### config.mk
export PLATFORM = sky130hd
export DESIGN_NAME = copmem_arbiter
export DESIGN_NICKNAME = d
export VERILOG_FILES = /design/src/rtl/xosera_pkg.sv /design/src/rtl/copmem_arbiter.sv
export SDC_FILE = /design/constraint.sdc
export NUM_CORES = 1
export LEC_CHECK = 0
export CAP_MARGIN = 20
export CORE_MARGIN = 4
export CORE_UTILIZATION = 42
export CTS_CLUSTER_SIZE = 25
export DETAILED_ROUTE_END_ITERATION = 6
export HOLD_SLACK_MARGIN = 0.12
export PLACE_DENSITY = 0.88
export SLEW_MARGIN = 30
export SYNTH_ARGS = -nofsm -noshare
export SYNTH_HDL_FRONTEND = slang
export SYNTH_SLANG_ARGS = --single-unit
### constraint.sdc
create_clock -name clk -period 1.7 [get_ports clk]
set_clock_uncertainty 0.15 [all_clocks]
set_input_delay 0.255 -clock clk [delete_from_list [all_inputs] [get_ports clk]]
set_output_delay 0.255 -clock clk [all_outputs]
set_load 0.1 [all_outputs]
### src/rtl/xosera_pkg.sv
// rtl/xosera_pkg.sv - shared types and sizes for the copper memory arbiter
package xosera_pkg;

    localparam int COPMEM_AWIDTH = 10;

    typedef enum logic [2:0] {
        H_IDLE,
        H_RD_WAIT,
        H_RD_ADDR,
        H_RD_DATA,
        H_DONE
    } copmem_host_st_t;

endpackage

### src/rtl/copmem_arbiter.sv
// rtl/copmem_arbiter.sv - copper/host arbiter for the dual-half copper program memory
module copmem_arbiter
    import xosera_pkg::*;
#(
    parameter int AWIDTH        = COPMEM_AWIDTH,
    parameter int HOST_MAX_WAIT = 4
) (
    input  logic              clk,
    input  logic              reset_i,
    input  logic              cop_rd_req_i,
    input  logic [AWIDTH-1:0] cop_rd_addr_i,
    output logic              cop_rd_grant_o,
    output logic              cop_rd_valid_o,
    output logic [31:0]       cop_rd_data_o,
    input  logic              host_req_i,
    input  logic              host_wr_i,
    input  logic [AWIDTH:0]   host_addr_i,
    input  logic [15:0]       host_data_i,
    output logic              host_ack_o,
    output logic [15:0]       host_data_o,
    output logic [AWIDTH-1:0] mem_rd_addr_o,
    input  logic [15:0]       mem_rd_even_i,
    input  logic [15:0]       mem_rd_odd_i,
    output logic              mem_wr_even_o,
    output logic              mem_wr_odd_o,
    output logic [AWIDTH-1:0] mem_wr_addr_o,
    output logic [15:0]       mem_wr_data_o
);

    localparam int CW = (HOST_MAX_WAIT > 0) ? $clog2(HOST_MAX_WAIT + 1) : 1;
    localparam logic [CW-1:0] WAIT_MAX = CW'(HOST_MAX_WAIT);

    copmem_host_st_t   hst_q, hst_d;
    logic [CW-1:0]     wait_cnt_q, wait_cnt_d;
    logic [AWIDTH:0]   haddr_q, haddr_d;
    logic              host_ack_q, host_ack_d;
    logic [15:0]       host_data_q, host_data_d;
    logic [AWIDTH-1:0] rd_addr_q, rd_addr_d;
    logic [1:0]        cop_vld_q, cop_vld_d;
    logic              wr_even_q, wr_even_d;
    logic              wr_odd_q, wr_odd_d;
    logic [AWIDTH-1:0] wr_addr_q, wr_addr_d;
    logic [15:0]       wr_data_q, wr_data_d;

    logic              host_grant;
    logic              cop_grant;
    logic [15:0]       rd_half;

    always_comb begin
        host_grant = (hst_q == H_RD_WAIT) && (!cop_rd_req_i || (wait_cnt_q == WAIT_MAX));
        cop_grant  = cop_rd_req_i && !host_grant;
        rd_half    = haddr_q[0] ? mem_rd_odd_i : mem_rd_even_i;
    end

    always_comb begin
        hst_d       = hst_q;
        wait_cnt_d  = wait_cnt_q;
        haddr_d     = haddr_q;
        host_ack_d  = 1'b0;
        host_data_d = host_data_q;
        rd_addr_d   = rd_addr_q;
        wr_even_d   = 1'b0;
        wr_odd_d    = 1'b0;
        wr_addr_d   = wr_addr_q;
        wr_data_d   = wr_data_q;
        cop_vld_d   = {cop_vld_q[0], cop_grant};

        // read address only moves on a grant, otherwise the last one is held
        if (host_grant) begin
            rd_addr_d = haddr_q[AWIDTH:1];
        end else if (cop_grant) begin
            rd_addr_d = cop_rd_addr_i;
        end

        case (hst_q)
            H_IDLE: begin
                if (host_req_i) begin
                    if (host_wr_i) begin
                        wr_even_d  = ~host_addr_i[0];
                        wr_odd_d   = host_addr_i[0];
                        wr_addr_d  = host_addr_i[AWIDTH:1];
                        wr_data_d  = host_data_i;
                        host_ack_d = 1'b1;
                        hst_d      = H_DONE;
                    end else begin
                        haddr_d = host_addr_i;
                        hst_d   = H_RD_WAIT;
                    end
                end
            end
            H_RD_WAIT: begin
                if (host_grant) begin
                    wait_cnt_d = '0;
                    hst_d      = H_RD_ADDR;
                end else if (wait_cnt_q != WAIT_MAX) begin
                    wait_cnt_d = wait_cnt_q + 1'b1;
                end
            end
            H_RD_ADDR: begin
                host_ack_d = 1'b1;
                hst_d      = H_RD_DATA;
            end
            H_RD_DATA: begin
                host_data_d = rd_half;
                hst_d       = H_DONE;
            end
            H_DONE: begin
                if (!host_req_i) begin
                    hst_d = H_IDLE;
                end
            end
            default: hst_d = H_IDLE;
        endcase
    end

    always_ff @(posedge clk) begin
        if (reset_i) begin
            hst_q       <= H_IDLE;
            wait_cnt_q  <= '0;
            haddr_q     <= '0;
            host_ack_q  <= 1'b0;
            host_data_q <= '0;
            rd_addr_q   <= '0;
            cop_vld_q   <= '0;
            wr_even_q   <= 1'b0;
            wr_odd_q    <= 1'b0;
            wr_addr_q   <= '0;
            wr_data_q   <= '0;
        end else begin
            hst_q       <= hst_d;
            wait_cnt_q  <= wait_cnt_d;
            haddr_q     <= haddr_d;
            host_ack_q  <= host_ack_d;
            host_data_q <= host_data_d;
            rd_addr_q   <= rd_addr_d;
            cop_vld_q   <= cop_vld_d;
            wr_even_q   <= wr_even_d;
            wr_odd_q    <= wr_odd_d;
            wr_addr_q   <= wr_addr_d;
            wr_data_q   <= wr_data_d;
        end
    end

    // read data is shown live in the ack cycle and held in host_data_q afterwards
    assign host_data_o    = (hst_q == H_RD_DATA) ? rd_half : host_data_q;
    assign host_ack_o     = host_ack_q;
    assign cop_rd_grant_o = cop_grant;
    assign cop_rd_valid_o = cop_vld_q[1];
    assign cop_rd_data_o  = {mem_rd_even_i, mem_rd_odd_i};
    assign mem_rd_addr_o  = rd_addr_q;
    assign mem_wr_even_o  = wr_even_q;
    assign mem_wr_odd_o   = wr_odd_q;
    assign mem_wr_addr_o  = wr_addr_q;
    assign mem_wr_data_o  = wr_data_q;

endmodule
==> results.md, run 1 <==
* Outcome: finished, violations left
* Failing checks: setup timing
* Leakage at 2.778 nW
* Area growth from synthesis to layout at 95.00%
* Share of cells above drive strength 1 at 0.4151
* Total global-route track usage at 0.2317
* CTS clk-pin slew, worst paths at 0.07 ns
* Final worst slack at -0.3595 ns
* Die Wd at 100.9 um
* Yosys warnings at 0
* WP data required at about 1.3 ns
* CTS Buf Count at 9
* Grt met2 use at 0.4289
* Nature of the critical path startpoint: register
* Global routing usage on met3 at 0.04498
* Post-DP HPWL at 8988 um
* WP data arrival at 1.65 ns
* Finished Layout Cells at 676
* Delay-heaviest family, CP: buffers and inverters
* Hold-fix buffer count after cts at 0
* Most common cell after layout, fill and taps aside: buf_12
* Share of power burned in registers at 0.364
* Psw at 1.905 mW
* Setup CP Type: reg -> out
* Most frequent cells in the layout: buf_12, clkdlybuf4s50_1, dfxtp_1, buf_4, nand2b_1
* Comb power frac at 0.387
* Largest net degree at the start of global routing at 102
* CTS tree: done
* Vias in the first global route at ~3.8k
* Placer Congestion at between 0.7 and 0.8
* Maximum clock frequency at 0.4856 GHz
* Sum Neg Setup Slack at -5.476 ns
* Syn_nets at ~460
* Fillcell total at 395
* First-pass GRT wire length at 18800 um
* Port Buffers at 162
* CTS max path bufs at 2
* Max_cap viols at 0
* Register Area at 1489 um^2
* Synthesized area per cell at 9.524 um^2
* Buf/Inv on CP at 3
* Post-DRT Antenna Nets at 0
* Yosys reg bits at 74
* Mapped Area at 3628 um^2
* Post-synthesis sequential area ratio at 0.4083
* Switching Share at 0.3644
* Busiest grt layer: met2
* PwrDens at 738.8 nW/um^2
* # IOs at 163
* Vias per cell at about 5.4
* Multi-input logic area at 1981 um^2
* Drt first-iter violations at 173
* Via count at 3653
* GRT met1 Usage at 0.2488
* Minimum clock period at 2.060 ns
* Max incr delay on CP at about 0.36 ns
* Final WL at 13800 um
* Unrepaired setup endpoints after global routing: yes
* Placed cells at 653
* Num rows at 33
* Clock network power share at 0.249
* ANT cells at 0
* DIE AREA at about 10000 um^2
* Internal power at 3.323 mW
* Worst-path cell chain: and3b_2 > clkbuf_16 > buf_4 > a21oi_4 > buf_12
* Tcrit/Tclk final at 1.211
* Crit path capture type: primary output
* Worst skew pair latency at 0.34 ns
* Final hold vios at 0
* Worst-margin pin slew at between 0.3 and 0.4 ns
* Initial antenna violation count at 0
* Final Max Slew Viols at 0
* Drt drc at 0
* Endpoints failing setup at 19
* Mean routed wirelength per cell at 20.41 um
* Worst rel slew slack at 0.7547
* Total grt overflow at 0
* Root buf cell: clkbuf_8
* Synth cell types at 35
* Maximum fanout along the worst path at 10
* Post-Syn Instances at around 380
* Die H at 100.9 um
* Fin nets at 643
* Total iterations of the first detailed-routing run at 5
* # clock sinks at 74
* Worst IR drop on VDD at 599.9 uV
* Htree depth at 3
* Core area at 8299 um^2
* Class of the worst hold path: in -> reg
* Initial core utilization at 0.4372
* Slowest-stage cell, CP: dfxtp_2
state kept, by name (all words and copies together) (netlist names):
name / cells
host_data_q: 16
mem_wr_addr_o: 10
wait_cnt_q: 3
mem_rd_addr_o: 10
cop_vld_q: 2
mem_wr_odd_o: 1
haddr_q: 11
hst_q: 3
mem_wr_even_o: 1
host_ack_o: 1
mem_wr_data_o: 16
worst min-delay path: stages:
cell    delay [ns]
buf_2         0.12
buf_12        0.22
nor2_1        0.13
metrics by stage:
stage          worst slack, ns  power, mW  hold slack [ns]  utilization  cell area, um^2
3_3_place_gp           -0.1314      3.851           0.2714       0.8033             6666
3_5_place_dp           -0.2139      3.894           0.2793       0.8033             6666
2_1_floorplan          -0.2581      3.077           0.1843            -             3861
5_1_grt                -0.4078      5.401           0.2998       0.8526             7076
4_1_cts                -0.3371      5.176           0.2701       0.8349             6929
6_report               -0.3595      5.228           0.2955       0.8526             7076
path summary, 6_finish.rpt:
path,start,endpoint,slack [ns],cells past startpoint
min,reset_i,cop_vld_q[0]$_SDFF_PP0_,0.30,3
max reg2reg,hst_q[0]$_SDFFE_PP0P_,mem_wr_addr_o[5]$_SDFFE_PP0P_,-0.01,6
min reg2reg,cop_vld_q[0]$_SDFF_PP0_,cop_vld_q[1]$_SDFF_PP0_,0.30,1
max,hst_q[2]$_SDFFE_PP0P_,host_data_o[7],-0.36,5
power groups by stage:
stage	Clock (mW)	Sequential, mW	Combinational, mW
after floorplan	0	2.31	0.771
after CTS	1.30	1.90	1.98
after global placement	0	1.93	1.92
after detailed placement	0	1.94	1.96
after global routing	1.41	1.91	2.09
final	1.30	1.90	2.02
cell families after synthesis:
family / count (synthesis) / synth area share
buffers and inverters: 68 / 0.1159
adders and majority gates: 2 / 0.006895
AOI/OAI and AO/OA: 81 / 0.1514
and+or+nand+nor: 110 / 0.1907
muxes: 46 / 0.1269
DFF: 74 / 0.4083
Yosys cell counts:
cell	n	area [um^2]
and2b_1	1	7.510
dfxtp_1	74	1481
and3b_1	1	8.760
and2_1	1	6.260
a21boi_0	1	7.510
nor3b_2	1	12.51
nand2_1	5	18.77
o221a_1	7	78.83
nand2_2	2	12.51
nor3b_1	2	15.01
inv_1	3	11.26
a21oi_1	25	125.1
a211oi_1	17	127.6
o221a_2	3	33.78
nor3_1	2	10.01
o21ai_1	5	25.02
nand4b_1	17	148.9
buf_6	3	33.78
o21bai_1	1	7.510
nor2b_1	4	25.02
buf_2	12	60.06
nor4b_2	1	15.01
or3b_4	1	11.26
mux2i_1	46	460.4
nor4b_1	1	8.760
clkbuf_1	16	60.06
o21a_1	1	7.510
nand3_1	2	10.01
a21bo_2	1	10.01
buf_4	34	255.2
o21ai_0	13	65.06
ha_1	2	25.02
a21oi_2	7	61.31
nor2_1	20	75.07
nand2b_1	49	306.5
what timing repair did:
item / CTS / global route
setup endpoints to repair: 17 / 43
pin swaps: 1 / 2
cloned: 1 / 3
buffers inserted: 1 / 3
resized for setup: 13 / 20
hold endpoints to repair: 0 / 0
layer usage:
metal,vias to the layer above,wire length (um)
li1,1673,-
met1,1770,4996
met2,170,7580
met3,40,717
met4,0,504
met5,-,0
final cells by class:
| cell class | instances | area share |
|---|---|---|
| timing repair buffer | 240 | 0.4630 |
| multi-input combinational | 239 | 0.2799 |
| sequential | 74 | 0.2104 |
| tap | 105 | 0.01857 |
| clock buffer | 10 | 0.01804 |
| clock inverter | 5 | 0.007958 |
| inverter | 3 | 0.002122 |
No activity file was read; power rests on OpenSTA's default activity.
==> run 2: changes to the inputs <==
Settings changed: CORE_MARGIN 4 to not set, CTS_BUF_LIST set to sky130_fd_sc_hd__clkbuf_16, PLACE_DENSITY 0.88 to 0.81.
==> results.md, run 2 (same netlist as run 1, synthesis figures left out) <==
* Placer Congestion at 0.7988 (was 0.7715)
* Vias in the first global route at 3745 (was 3816)
* Setup CP Type: reg -> out (unchanged)
* Unrepaired setup endpoints after global routing: yes (unchanged)
* Most common cell after layout, fill and taps aside: buf_12 (unchanged)
* DIE AREA at 9015 um^2 (was 10190 um^2)
* Most frequent cells in the layout: buf_12, clkdlybuf4s50_1, dfxtp_1, buf_4, nand2b_1 (unchanged)
* PwrDens at 813.5 nW/um^2 (was 738.8 nW/um^2)
* Root buf cell: clkbuf_16 (was clkbuf_8)
* CP most frequent cell: buf_12
* Placed cells at 642 (was 653)
* WP data required at 1.29 ns (about the same)
* Initial antenna violation count at 0 (unchanged)
* Finished Layout Cells at 681 (was 676)
* Multi-input logic area at 2165 um^2 (was 1981 um^2)
* Sum Neg Setup Slack at -12.05 ns (was -5.476 ns)
* Largest net degree at the start of global routing at 102 (unchanged)
* Worst skew pair latency at 0.33 ns (was 0.34 ns)
* Initial core utilization at 0.4372 (unchanged)
* Delay-heaviest family, CP: multiplexers (was buffers and inverters)
* Crit path capture type: primary output (unchanged)
* Final hold vios at 0 (unchanged)
* Maximum fanout along the worst path at 8 (was 10)
* Via count at 3821 (was 3653)
* Share of cells above drive strength 1 at 0.4670 (was 0.4151)
* # IOs at 163 (unchanged)
* Area growth from synthesis to layout at 106.3% (was 95.00%)
* CTS max path bufs at 2 (unchanged)
* Max incr delay on CP at 0.49 ns (was 0.36 ns)
* Total grt overflow at 0 (unchanged)
* CTS clk-pin slew, worst paths at 0.06 ns (was 0.07 ns)
* Slowest-stage cell, CP: mux2i_1 (was dfxtp_2)
* Drt first-iter violations at 183 (was 173)
* Failing checks: setup timing (unchanged)
* Die H at 94.95 um (was 100.9 um)
* Num rows at 33 (unchanged)
* WP data arrival at 1.73 ns (was 1.65 ns)
* Crit path depth at 4 (was 5)
* Endpoints failing setup at 57 (was 19)
* Post-DRT Antenna Nets at 0 (unchanged)
* Tcrit/Tclk final at 1.256 (was 1.211)
* Final WL at 15600 um (was 13800 um)
* Leakage at 2.944 nW (was 2.778 nW)
* Register Area at 1494 um^2 (was 1489 um^2)
* Nature of the critical path startpoint: register (unchanged)
* Total global-route track usage at 0.2789 (was 0.2317)
* Vias per cell at 5.611 (was 5.404)
* CTS Buf Count at 9 (unchanged)
* Post-DP HPWL at 8238 um (was 8988 um)
* First-pass GRT wire length at 19110 um (was 18800 um)
* # clock sinks at 74 (unchanged)
* Minimum clock period at 2.135 ns (was 2.060 ns)
* Maximum clock frequency at 0.4684 GHz (was 0.4856 GHz)
* Final Max Slew Viols at 0 (unchanged)
* Core area at 8299 um^2 (unchanged)
* Worst-path cell chain: buf_12 > mux2i_1 > a21oi_4 > buf_12 (was and3b_2 > clkbuf_16 > buf_4 > a21oi_4 > buf_12)
* ANT cells at 0 (unchanged)
* Buf/Inv on CP at 2 (was 3)
* Drt drc at 0 (unchanged)
* Class of the worst hold path: reg -> reg (was in -> reg)
* Port Buffers at 162 (unchanged)
* Htree depth at 3 (unchanged)
* Die Wd at 94.95 um (was 100.9 um)
* Max_cap viols at 0 (unchanged)
* Fin nets at 647 (was 643)
* Worst-margin pin slew at 0.5305 ns (was 0.3679 ns)
* Total iterations of the first detailed-routing run at 4 (was 5)
* Outcome: finished, violations left (unchanged)
* Fillcell total at 301 (was 395)
* Reg2Reg Depth at 8 (was 6)
* Final worst slack at -0.4350 ns (was -0.3595 ns)
* CTS tree: done (unchanged)
* Worst IR drop on VDD at 701.0 uV (was 599.9 uV)
* Worst rel slew slack at 0.6362 (was 0.7547)
* Hold Path Cell Cnt at 1 (was 3)
* Mean routed wirelength per cell at 22.91 um (was 20.41 um)
## run 2: changes by cell type in the layout (fill, tap and decap cells not counted), moves of 3 or more
cell / change
nor2_1: -8
o21ai_1: -3
o21ai_2: +14
nor2_4: +9
clkbuf_16: +9
buf_4: -5
o21ai_0: -13
clkbuf_8: -9
buf_6: +6
## run 2: per-stage QoR
step           instance area (um^2)  hold WS, ns  worst slack, ns  power [mW]  utilization
2_1_floorplan                  3861       0.1843          -0.2581       3.077            -
3_3_place_gp                   6571       0.2695          -0.1395       3.826       0.7918
3_5_place_dp                   6571       0.2981          -0.2188       3.863       0.7918
4_1_cts                        7037       0.2796          -0.3085       5.908       0.8479
5_1_grt                        7486       0.3263          -0.4618       6.212       0.9020
6_report                       7486       0.3160          -0.4350       6.090       0.9020
## run 2: final timing paths
kind | start | end | slack, ns
setup / recovery | haddr_q[0]$_SDFFE_PP0P_ | host_data_o[10] | -0.44
hold / removal | cop_vld_q[0]$_SDFF_PP0_ | cop_vld_q[1]$_SDFF_PP0_ | 0.32
setup reg to reg | hst_q[2]$_SDFFE_PP0P_ | mem_wr_addr_o[3]$_SDFFE_PP0P_ | -0.23
hold reg to reg | cop_vld_q[0]$_SDFF_PP0_ | cop_vld_q[1]$_SDFF_PP0_ | 0.32
## run 2: layer usage
layer / vias up / global-route usage / wire length [um]
li1: 1684 / - / -
met1: 1892 / 0.2928 / 5571
met2: 193 / 0.5318 / 8417
met3: 52 / 0.06280 / 1027
met4: 0 / 0.1086 / 584
met5: - / 0 / 0
## run 2: worst register-to-register path, delay by kind of cell (launching register included)
family	cells	cell delay [ns]
buffers and inverters	5	0.70
flip-flops	1	0.34
multiplexers	1	0.20
AND/OR/NAND/NOR	2	0.46
## run 2: area by class of cell
type / instances / share of cell area
timing repair buffer: 244 / 0.4493
multi-input combinational: 239 / 0.2892
sequential: 74 / 0.1996
clock buffer: 9 / 0.03009
tap: 105 / 0.01755
clock inverter: 7 / 0.01237
inverter: 3 / 0.002006
## run 2: power breakdown
| part | switching (mW) | internal (mW) |
|---|---|---|
| Clock | 0.791 | 1.28 |
| Combinational | 1.24 | 0.866 |
| Sequential | 0.0962 | 1.82 |
| Total | 2.12 | 3.97 |
## run 2: repair_timing
item,CTS,global route
pin swaps,6,8
gates cloned,1,6
hold buffers,0,0
setup endpoints to repair,24,47
buffers inserted,6,12
gates resized for setup,27,74
==> run 3: changes to the inputs <==
Settings changed: RECOVER_POWER set to 50.
==> results.md, run 3 (same netlist as run 1, synthesis figures left out) <==
* Drt first-iter violations at 176 (was 183)
* Worst skew pair latency at 0.33 ns (about the same)
* Maximum fanout along the worst path at 8 (unchanged)
* Fillcell total at 403 (was 301)
* Placer Congestion at 0.7988 (unchanged)
* PnR Total Power at 5.827 mW (was 6.090 mW)
* WP data arrival at 1.75 ns (was 1.73 ns)
* CTS clk-pin slew, worst paths at 0.06 ns (about the same)
* Multi-input logic area at 2165 um^2 (unchanged)
* Hold-fix buffer count after cts at 0 (unchanged)
* CTS Buf Count at 9 (unchanged)
* Total grt overflow at 0 (unchanged)
* Maximum clock frequency at 0.4641 GHz (was 0.4684 GHz)
* DIE AREA at 9015 um^2 (unchanged)
* Final worst slack at -0.4547 ns (was -0.4350 ns)
* Busiest grt layer: met2 (unchanged)
* Max_cap viols at 0 (unchanged)
* Nature of the critical path startpoint: register (unchanged)
* Worst-margin pin slew at 0.9582 ns (was 0.5305 ns)
* Placed cells at 642 (unchanged)
* Post-DP HPWL at 8238 um (unchanged)
* Class of the worst hold path: reg -> reg (unchanged)
* Root buf cell: clkbuf_16 (unchanged)
* Register Area at 1494 um^2 (unchanged)
* Most frequent cells in the layout: clkdlybuf4s50_1, dfxtp_1, buf_4, nand2b_1 (was buf_12, clkdlybuf4s50_1, dfxtp_1, buf_4, nand2b_1)
* Final Max Slew Viols at 0 (unchanged)
* Tcrit/Tclk final at 1.267 (was 1.256)
* Final hold vios at 0 (unchanged)
* PwrDens at 869.3 nW/um^2 (was 813.5 nW/um^2)
* Outcome: finished, violations left (unchanged)
* CTS max path bufs at 2 (unchanged)
* GRT met1 Usage at 0.2928 (unchanged)
* Drt drc at 0 (unchanged)
* Grt met2 use at 0.5318 (unchanged)
* WP data required at 1.29 ns (about the same)
* Die Wd at 94.95 um (unchanged)
* Global routing usage on met3 at 0.06280 (unchanged)
* Num rows at 33 (unchanged)
* Core area at 8299 um^2 (unchanged)
* Most common cell after layout, fill and taps aside: clkdlybuf4s50_1 (was buf_12)
* Port Buffers at 162 (unchanged)
* Crit path capture type: primary output (unchanged)
* Htree depth at 3 (unchanged)
* Fin nets at 647 (unchanged)
* Post-DRT Antenna Nets at 0 (unchanged)
* Largest net degree at the start of global routing at 102 (unchanged)
* ANT cells at 0 (unchanged)
* Hold Path Cell Cnt at 1 (unchanged)
* Area growth from synthesis to layout at 84.72% (was 106.3%)
* Finished Layout Cells at 681 (unchanged)
* Vias in the first global route at 3745 (unchanged)
* Share of cells above drive strength 1 at 0.4670 (unchanged)
* Initial antenna violation count at 0 (unchanged)
* Reg2Reg Depth at 8 (unchanged)
* Final WL at 15720 um (was 15600 um)
* Pre-CTS setup slack at -0.2188 ns (unchanged)
* Die H at 94.95 um (unchanged)
* # IOs at 163 (unchanged)
* Endpoints failing setup at 57 (unchanged)
* Worst reg2reg setup slack at -0.22 ns (was -0.23 ns)
* Mean routed wirelength per cell at 23.09 um (was 22.91 um)
* Total iterations of the first detailed-routing run at 4 (unchanged)
* Worst IR drop on VDD at 664.3 uV (was 701.0 uV)
* Vias per cell at 5.653 (was 5.611)
* Via count at 3850 (was 3821)
* Minimum clock period at 2.155 ns (was 2.135 ns)
* Total global-route track usage at 0.2789 (unchanged)
* Worst rel slew slack at 0.3612 (was 0.6362)
* CTS tree: done (unchanged)
* Initial core utilization at 0.4372 (unchanged)
* # clock sinks at 74 (unchanged)
* Setup CP Type: reg -> out (unchanged)
* Leakage at 2.729 nW (was 2.944 nW)
* Unrepaired setup endpoints after global routing: yes (unchanged)
* First-pass GRT wire length at 19110 um (unchanged)
* Failing checks: setup timing (unchanged)
-- run 3: cell count changes in the layout (fill, tap and decap cells not counted), sizes merged --
cell	delta
clkbuf	+37
buf	-37
-- run 3: path summary, 6_finish.rpt --
kind / startpoint / endpoint
max: haddr_q[0]$_SDFFE_PP0P_ / host_data_o[10]
min: cop_vld_q[0]$_SDFF_PP0_ / cop_vld_q[1]$_SDFF_PP0_
max reg2reg: hst_q[2]$_SDFFE_PP0P_ / mem_wr_addr_o[3]$_SDFFE_PP0P_
min reg2reg: cop_vld_q[0]$_SDFF_PP0_ / cop_vld_q[1]$_SDFF_PP0_
-- run 3: routing by layer --
layer / part of all wire / up-vias
met2: 0.54 / 213
met1: 0.36 / 1904
met5: 0 / -
met4: 0.036 / 0
met3: 0.066 / 45
li1: - / 1688
-- run 3: final cells by class --
type | count | share of cell area
repair buffers | 244 | 0.3849
multi-input cells | 239 | 0.3229
flip-flops and latches | 74 | 0.2229
clock buffers | 9 | 0.03360
well taps | 105 | 0.01960
clock inverters | 7 | 0.01381
inverters | 3 | 0.002240
-- run 3: power breakdown --
| part | internal [mW] | switching (mW) | leakage (nW) |
|---|---|---|---|
| sequential | 1.82 | 0.0644 | 0.605 |
| clock | 1.28 | 0.787 | 0.149 |
| combinational | 0.647 | 1.23 | 1.97 |
-- run 3: worst max-delay path, stage by stage, from the launching register on --
cell and delay (ns):
dfxtp_4 0.40, buf_12 0.16, mux2i_1 0.51, a21oi_4 0.15, buf_12 0.19
-- run 3: repair_timing --
action	in CTS	in global routing
endpoints found under the setup margin	24	47
pin swaps	6	8
cloned	1	6
gates resized for setup	27	74
setup buffers	6	12
-- run 3: per-stage QoR --
step	hold slack, ns	area, um^2	util	TNS, ns
finish	0.3165	6703	0.8076	-11.94
global placement	0.2695	6571	0.7918	-4.375
global route	0.3263	6703	0.8076	-13.13
CTS	0.2796	7037	0.8479	-4.850
detailed placement	0.2981	6571	0.7918	-6.697
floorplan	0.1843	3861	-	-3.926
